<file path="config.mk">
export PLATFORM = sky130hd
export DESIGN_NAME = spike_train_gen
export DESIGN_NICKNAME = d
export VERILOG_FILES = /design/src/rtl/spike_train_gen.sv
export SDC_FILE = /design/constraint.sdc
export NUM_CORES = 1
export LEC_CHECK = 0
export BUFFER_PORTS_ARGS = -buffer_cell sky130_fd_sc_hd__buf_2
export CELL_PAD_IN_SITES_DETAIL_PLACEMENT = 1
export CELL_PAD_IN_SITES_GLOBAL_PLACEMENT = 1
export CORE_MARGIN = 2
export CORE_UTILIZATION = 49
export DETAILED_ROUTE_END_ITERATION = 12
export PLACE_DENSITY_LB_ADDON = 0.1
export SYNTH_ARGS = -nofsm -noshare
export SYNTH_HDL_FRONTEND = slang
export SYNTH_SLANG_ARGS = --single-unit
</file>
<file path="constraint.sdc">
create_clock -name clk -period 7.6 [get_ports clk]
set_input_delay 0 -clock clk [delete_from_list [all_inputs] [get_ports clk]]
set_output_delay 0 -clock clk [all_outputs]
set_load 0.1 [all_outputs]
</file>
<file path="src/rtl/spike_train_gen.sv">
`default_nettype none
// ============================================================================
//  Module   : spike_train_gen
//  Purpose  : Converts an integer spike count per window into a train of
//             single-cycle spike pulses spread evenly over the window
//             (Bresenham accumulator). Counts arrive on a valid/ready
//             handshake; each window ends with a win_done strobe.
//  Revision : 1.0  initial release
//
//  Optional feature macro: SPIKE_TRAIN_PRELOAD_EN
//    When defined, a 1-entry holding register lets the next request be
//    accepted during a running window and started back-to-back with it.
//
//  Ports
//    clk          in   1      clock
//    reset_sim_n  in   1      asynchronous active-low reset
//    win_len      in   WIN_W  window length L in cycles (sampled on accept)
//    cnt_in       in   CNT_W  requested spikes n for the window
//    cnt_valid    in   1      cnt_in valid
//    cnt_ready    out  1      request can be accepted
//    spike        out  1      registered single-cycle spike pulse
//    win_done     out  1      registered pulse in the last window cycle
//    busy         out  1      window in progress
//    sat_flag     out  1      sticky: some request had n > L (clipped)
//    win_cnt      out  32     completed windows, wrapping
// ============================================================================
module spike_train_gen #(
  parameter int CNT_W = 32,
  parameter int WIN_W = 16
) (
  input  logic             clk,
  input  logic             reset_sim_n,
  input  logic [WIN_W-1:0] win_len,
  input  logic [CNT_W-1:0] cnt_in,
  input  logic             cnt_valid,
  output logic             cnt_ready,
  output logic             spike,
  output logic             win_done,
  output logic             busy,
  output logic             sat_flag,
  output logic [31:0]      win_cnt
);

  typedef enum logic [0:0] {
    S_IDLE = 1'b0,
    S_RUN  = 1'b1
  } state_t;

  state_t           r_state;
  state_t           w_state_nxt;

  // Accumulator is one bit wider than the window so acc + n (both < 2L)
  // never overflows.
  logic [WIN_W:0]   r_acc;
  logic [WIN_W-1:0] r_t;
  logic [WIN_W-1:0] r_len;
  logic [WIN_W-1:0] r_n;
  logic             r_spike;
  logic             r_win_done;
  logic             r_sat;
  logic [31:0]      r_win_cnt;

  logic             w_accept;
  logic             w_in_sat;
  logic [WIN_W-1:0] w_in_n;
  logic             w_last;
  logic             w_pre_last;
  logic [WIN_W:0]   w_sum;
  logic             w_start;
  logic [WIN_W-1:0] w_st_len;
  logic [WIN_W-1:0] w_st_n;
  logic             w_st_spike;

  assign w_accept = cnt_valid & cnt_ready;
  assign w_in_sat = (cnt_in > CNT_W'(win_len));
  assign w_in_n   = w_in_sat ? win_len : cnt_in[WIN_W-1:0];

  // r_len >= 1 whenever RUN, so these subtractions only matter in RUN.
  assign w_last     = (r_state == S_RUN) && (r_t == (r_len - WIN_W'(1)));
  assign w_pre_last = (r_t == (r_len - WIN_W'(2)));
  assign w_sum      = r_acc + {1'b0, r_n};

`ifdef SPIKE_TRAIN_PRELOAD_EN
  logic             r_hold_valid;
  logic [WIN_W-1:0] r_hold_len;
  logic [WIN_W-1:0] r_hold_n;
  logic             w_hold_fill;

  assign cnt_ready = (r_state == S_IDLE) | ~r_hold_valid;

  // A request arriving in the last cycle with an empty holding register
  // is started directly instead of being parked first.
  assign w_hold_fill = w_accept && (r_state == S_RUN) && !w_last;
  assign w_start     = (w_accept && (r_state == S_IDLE)) ||
                       (w_last && (r_hold_valid || w_accept));
  assign w_st_len    = r_hold_valid ? r_hold_len : win_len;
  assign w_st_n      = r_hold_valid ? r_hold_n   : w_in_n;

  always_ff @(posedge clk or negedge reset_sim_n) begin
    if (!reset_sim_n) begin
      r_hold_valid <= 1'b0;
      r_hold_len   <= '0;
      r_hold_n     <= '0;
    end else if (w_hold_fill) begin
      r_hold_valid <= 1'b1;
      r_hold_len   <= win_len;
      r_hold_n     <= w_in_n;
    end else if (w_last && r_hold_valid) begin
      r_hold_valid <= 1'b0;
    end
  end
`else
  assign cnt_ready = (r_state == S_IDLE);
  assign w_start   = w_accept;
  assign w_st_len  = win_len;
  assign w_st_n    = w_in_n;
`endif

  // Cycle k=0 of a new window: acc starts at 0, so s = n and the first
  // spike fires only when n == L (n is already clipped to L).
  assign w_st_spike = (w_st_len != '0) && (w_st_n == w_st_len);

  // State register
  always_ff @(posedge clk or negedge reset_sim_n) begin
    if (!reset_sim_n) begin
      r_state <= S_IDLE;
    end else begin
      r_state <= w_state_nxt;
    end
  end

  // Next-state and FSM-decoded outputs
  always_comb begin
    w_state_nxt = r_state;
    busy        = (r_state == S_RUN);
    if (w_start) begin
      // A zero-length window never enters RUN.
      w_state_nxt = (w_st_len != '0) ? S_RUN : S_IDLE;
    end else if (w_last) begin
      w_state_nxt = S_IDLE;
    end
  end

  // Datapath: spike/win_done are computed one edge ahead so that they are
  // registered outputs valid during the window cycle they belong to.
  always_ff @(posedge clk or negedge reset_sim_n) begin
    if (!reset_sim_n) begin
      r_acc      <= '0;
      r_t        <= '0;
      r_len      <= '0;
      r_n        <= '0;
      r_spike    <= 1'b0;
      r_win_done <= 1'b0;
      r_sat      <= 1'b0;
      r_win_cnt  <= '0;
    end else begin
      r_win_cnt <= r_win_cnt + {31'b0, r_win_done};

      if (w_accept && w_in_sat) begin
        r_sat <= 1'b1;
      end

      if (w_start) begin
        r_len      <= w_st_len;
        r_n        <= w_st_n;
        r_t        <= '0;
        r_acc      <= w_st_spike ? '0 : {1'b0, w_st_n};
        r_spike    <= w_st_spike;
        r_win_done <= (w_st_len <= WIN_W'(1));
      end else if ((r_state == S_RUN) && !w_last) begin
        r_t        <= r_t + WIN_W'(1);
        r_win_done <= w_pre_last;
        if (w_sum >= {1'b0, r_len}) begin
          r_spike <= 1'b1;
          r_acc   <= w_sum - {1'b0, r_len};
        end else begin
          r_spike <= 1'b0;
          r_acc   <= w_sum;
        end
      end else begin
        r_spike    <= 1'b0;
        r_win_done <= 1'b0;
      end
    end
  end

  assign spike    = r_spike;
  assign win_done = r_win_done;
  assign sat_flag = r_sat;
  assign win_cnt  = r_win_cnt;

endmodule
`default_nettype wire
</file>
==> results.json <==
{
  "status": "complete, no violations",
  "yosysWarnings": 0,
  "cts_sinks": 101,
  "synth-seq-area-share_pct": 33.1,
  "power.switching_w": 0.00109,
  "drc": 0,
  "layout_setup_ws_ps": 2010,
  "drtAntennaViolNets": 0,
  "htree_levels": 3,
  "p_clk_share_pct": 19.2,
  "post-cts-setup-buffers": 0,
  "core_mm2": 0.0152,
  "layout_commonest_cell": "dfrtp_1",
  "synth_area_mm2": 0.00763,
  "synthFlopType": "dfrtp_1",
  "antenna_cells": 0,
  "power.leakage_nw": 4.01,
  "start_util_pct": 50.2,
  "critPathLaunchType": "register",
  "antenna_found_initial": 0,
  "finClkSkew_ps": 9.78,
  "cts_inserted_buffers": 9,
  "io_pins": 88,
  "critPathMaxStageDelay_ps": 670,
  "synth_top_family_by_area": "simple AND/OR/NAND/NOR gates",
  "cts_tree": "built",
  "final_cells": 1148,
  "async_flop_share_pct": 100,
  "area_growth_pct": 13.4,
  "drtIter0Drc": 371,
  "synth_fa_ha_area_share_pct": 9.37,
  "yosys.area_share.xor_xnor_pct": 12.3,
  "setup_tns_ps": 0,
  "tightestPinTransition_ps": 899,
  "path_common_cell": "ha_1",
  "grt_pass1_wl_um": 39300,
  "comb_power_share_pct": 50.4,
  "postCtsHoldBufs": 13,
  "synth_mux_area_share_pct": 2.97,
  "syn-instance-count": 868,
  "dieArea_mm2": 0.0166,
  "die_h_um": 129,
  "crit_required_ps": 7810,
  "io_buffer_count": 87,
  "grt_use_total_pct": 30.1,
  "layout-drive-gt1-share_pct": 13.2,
  "powerDensity_mw_per_mm2": 293,
  "hold_viol": 0,
  "slew_headroom_pct": 38.5,
  "dp.cells": 1119,
  "ir_worst_vdd_uv": 212,
  "fin_crit_ps": 5590,
  "seqPwrFrac_pct": 30.4,
  "worst_ep_arrival_time_ps": 5800,
  "globalplace.congestion": 0.916,
  "synth_edf_count": 0,
  "n_fill_cell": 1819,
  "clock_latency_ps": 360,
  "yosys.area_share.simple_pct": 19.3,
  "grt_pass1_vias": 7623,
  "dr.pass1.iters": 5,
  "most-common-layout-cells": "dfrtp_1 (101), buf_2 (86), xnor2_1 (72)",
  "synth_compound_area_share_pct": 18.7,
  "cp_cell_sequence": "ha_1 -> fa_1 -> a211oi_1 -> o21bai_1 -> a2111oi_0 -> o31ai_1 -> a21oi_1 -> xnor2_1 -> ha_1 -> a21o_1 -> a31oi_1 -> o21ai_0 -> and2_1 -> a311o_1 -> nor2_2 -> buf_4 -> mux2i_1 -> o221ai_1",
  "cap_violations": 0,
  "vias": 7086,
  "crit_fanout": 14,
  "cts.reportedPaths.clkPinSlew_ps": 70,
  "slew_viol_final": 0,
  "post_drt_wl_per_cell_um": 20.9,
  "clk_path_buf_depth": 2,
  "yosysUniqueCellTypes": 76,
  "period_share_pct": 73.5,
  "path_buf_inv": 1,
  "hpwl_um": 18600,
  "synthesis.nets": 975,
  "row_count": 45,
  "switching_share_pct": 43.0,
  "setup_viol": 0,
  "crit_type": "reg -> reg",
  "critPathCaptureType": "register",
  "p_int_w": 0.00144,
  "grt_max_degree": 56,
  "ctsResizeCount": 0,
  "dieWidth_um": 129,
  "rsz0062_at_grt": "false",
  "crit_slowest_cell": "a2111oi_0",
  "hp-class": "in -> reg",
  "root_buffer": "clkbuf_16",
  "crit_family": "compound AO/OA/AOI/OAI gates",
  "ys_seq_elements": 101,
  "globalRouteOverflowTotal": 0,
  "fmaxAchievable_mhz": 179,
  "wl_um": 24000,
  "postSynthAreaPerCell_um2": 8.80,
  "place_ws_ps": 2180,
  "post_drt_via_cell_ratio": 6.17,
  "post-route-util_pct": 56.9,
  "finalNetCount": 1062
}
==> worst reg2reg max path: cells and delay by family (launching register included) <==
kind | cells | cell delay, ps
xor gates and xnor gates | 1 | 150
adders and majority gates | 3 | 1040
and+or+nand+nor | 2 | 820
muxes | 1 | 230
DFF | 1 | 400
buffers and inverters | 1 | 280
AOI/OAI and AO/OA | 10 | 2530
==> cells by family (layout without fill, tap and decap cells) <==
group / count (synthesis) / after routing
compound gates: 215 / 215
xor+xnor: 107 / 107
fa+ha+maj: 56 / 56
buf+inv: 80 / 172
flops: 101 / 101
mux: 22 / 22
simple gates: 287 / 287
==> Yosys cell counts (all sizes together), types with 19 or more instances <==
cell	n	area [µm²]
a21oi	57	285
ha	54	676
nand4	26	169
xnor2	72	631
mux2i	20	200
nand3	44	220
xor2	35	307
nor2	56	213
dfrtp	101	2530
inv	48	180
o21ai	58	290
clkbuf	20	75.1
nand2	71	267
and3	19	119
==> sequential cells by signal, indices dropped and copies added (netlist names) <==
name      cells
busy          1
r_acc        17
r_len        16
r_n          16
r_t          16
sat_flag      1
spike         1
win_cnt      32
win_done      1
==> power by group through the flow <==
stage	Combinational, W	Sequential [W]	Clock, W
5_1_grt	0.00140	0.000787	0.000513
6_report	0.00128	0.000771	0.000486
2_1_floorplan	0.000935	0.000738	0
3_5_place_dp	0.00124	0.000777	0
4_1_cts	0.00126	0.000769	0.000492
3_3_place_gp	0.00118	0.000768	0
==> routing by layer <==
layer | wire length [µm] | track usage (%) | part of all wire (%)
met1 | 10300 | 37.1 | 43
met2 | 11900 | 51.9 | 50
met3 | 806 | 4.66 | 3.4
met4 | 997 | 14.1 | 4.2
met5 | 0 | 0 | 0
==> path summary, 6_finish.rpt <==
path / startpoint / endpoint / slack (ps) / cells after the start
min in group asynchronous: reset_sim_n / r_t[3]$_DFFE_PN0P_ / 190 / 2
worst max register to register: r_acc[0]$_DFFE_PN0P_ / r_acc[2]$_DFFE_PN0P_ / 2010 / 18
worst min register to register: win_cnt[31]$_DFF_PN0_ / win_cnt[31]$_DFF_PN0_ / 480 / 1
worst min-delay path: win_len[12] / r_len[12]$_DFFE_PN0P_ / 1 / 3
max in group asynchronous: reset_sim_n / r_n[13]$_DFFE_PN0P_ / 6270 / 3
worst max-delay path: r_acc[0]$_DFFE_PN0P_ / r_acc[2]$_DFFE_PN0P_ / 2010 / 18
==> layout make-up <==
type | instances | area, µm² | share of cell area (%)
well taps | 188 | 235 | 2.72
inverters | 49 | 184 | 2.12
flip-flops and latches | 101 | 2530 | 29.2
repair buffers | 107 | 621 | 7.17
multi-input cells | 687 | 4790 | 55.3
clock buffers | 10 | 229 | 2.64
clock inverters | 6 | 75.1 | 0.867
==> stage by stage <==
step	hold slack, ps	area (µm²)	power (W)
final	1.16	8660	0.00253
after global routing	38.4	8660	0.00270
after CTS	1.58	8660	0.00252
after detailed placement	58.6	8220	0.00202
after global placement	47.5	8220	0.00195
after floorplan	-296	7630	0.00167
(Power assumes the default switching activity.)
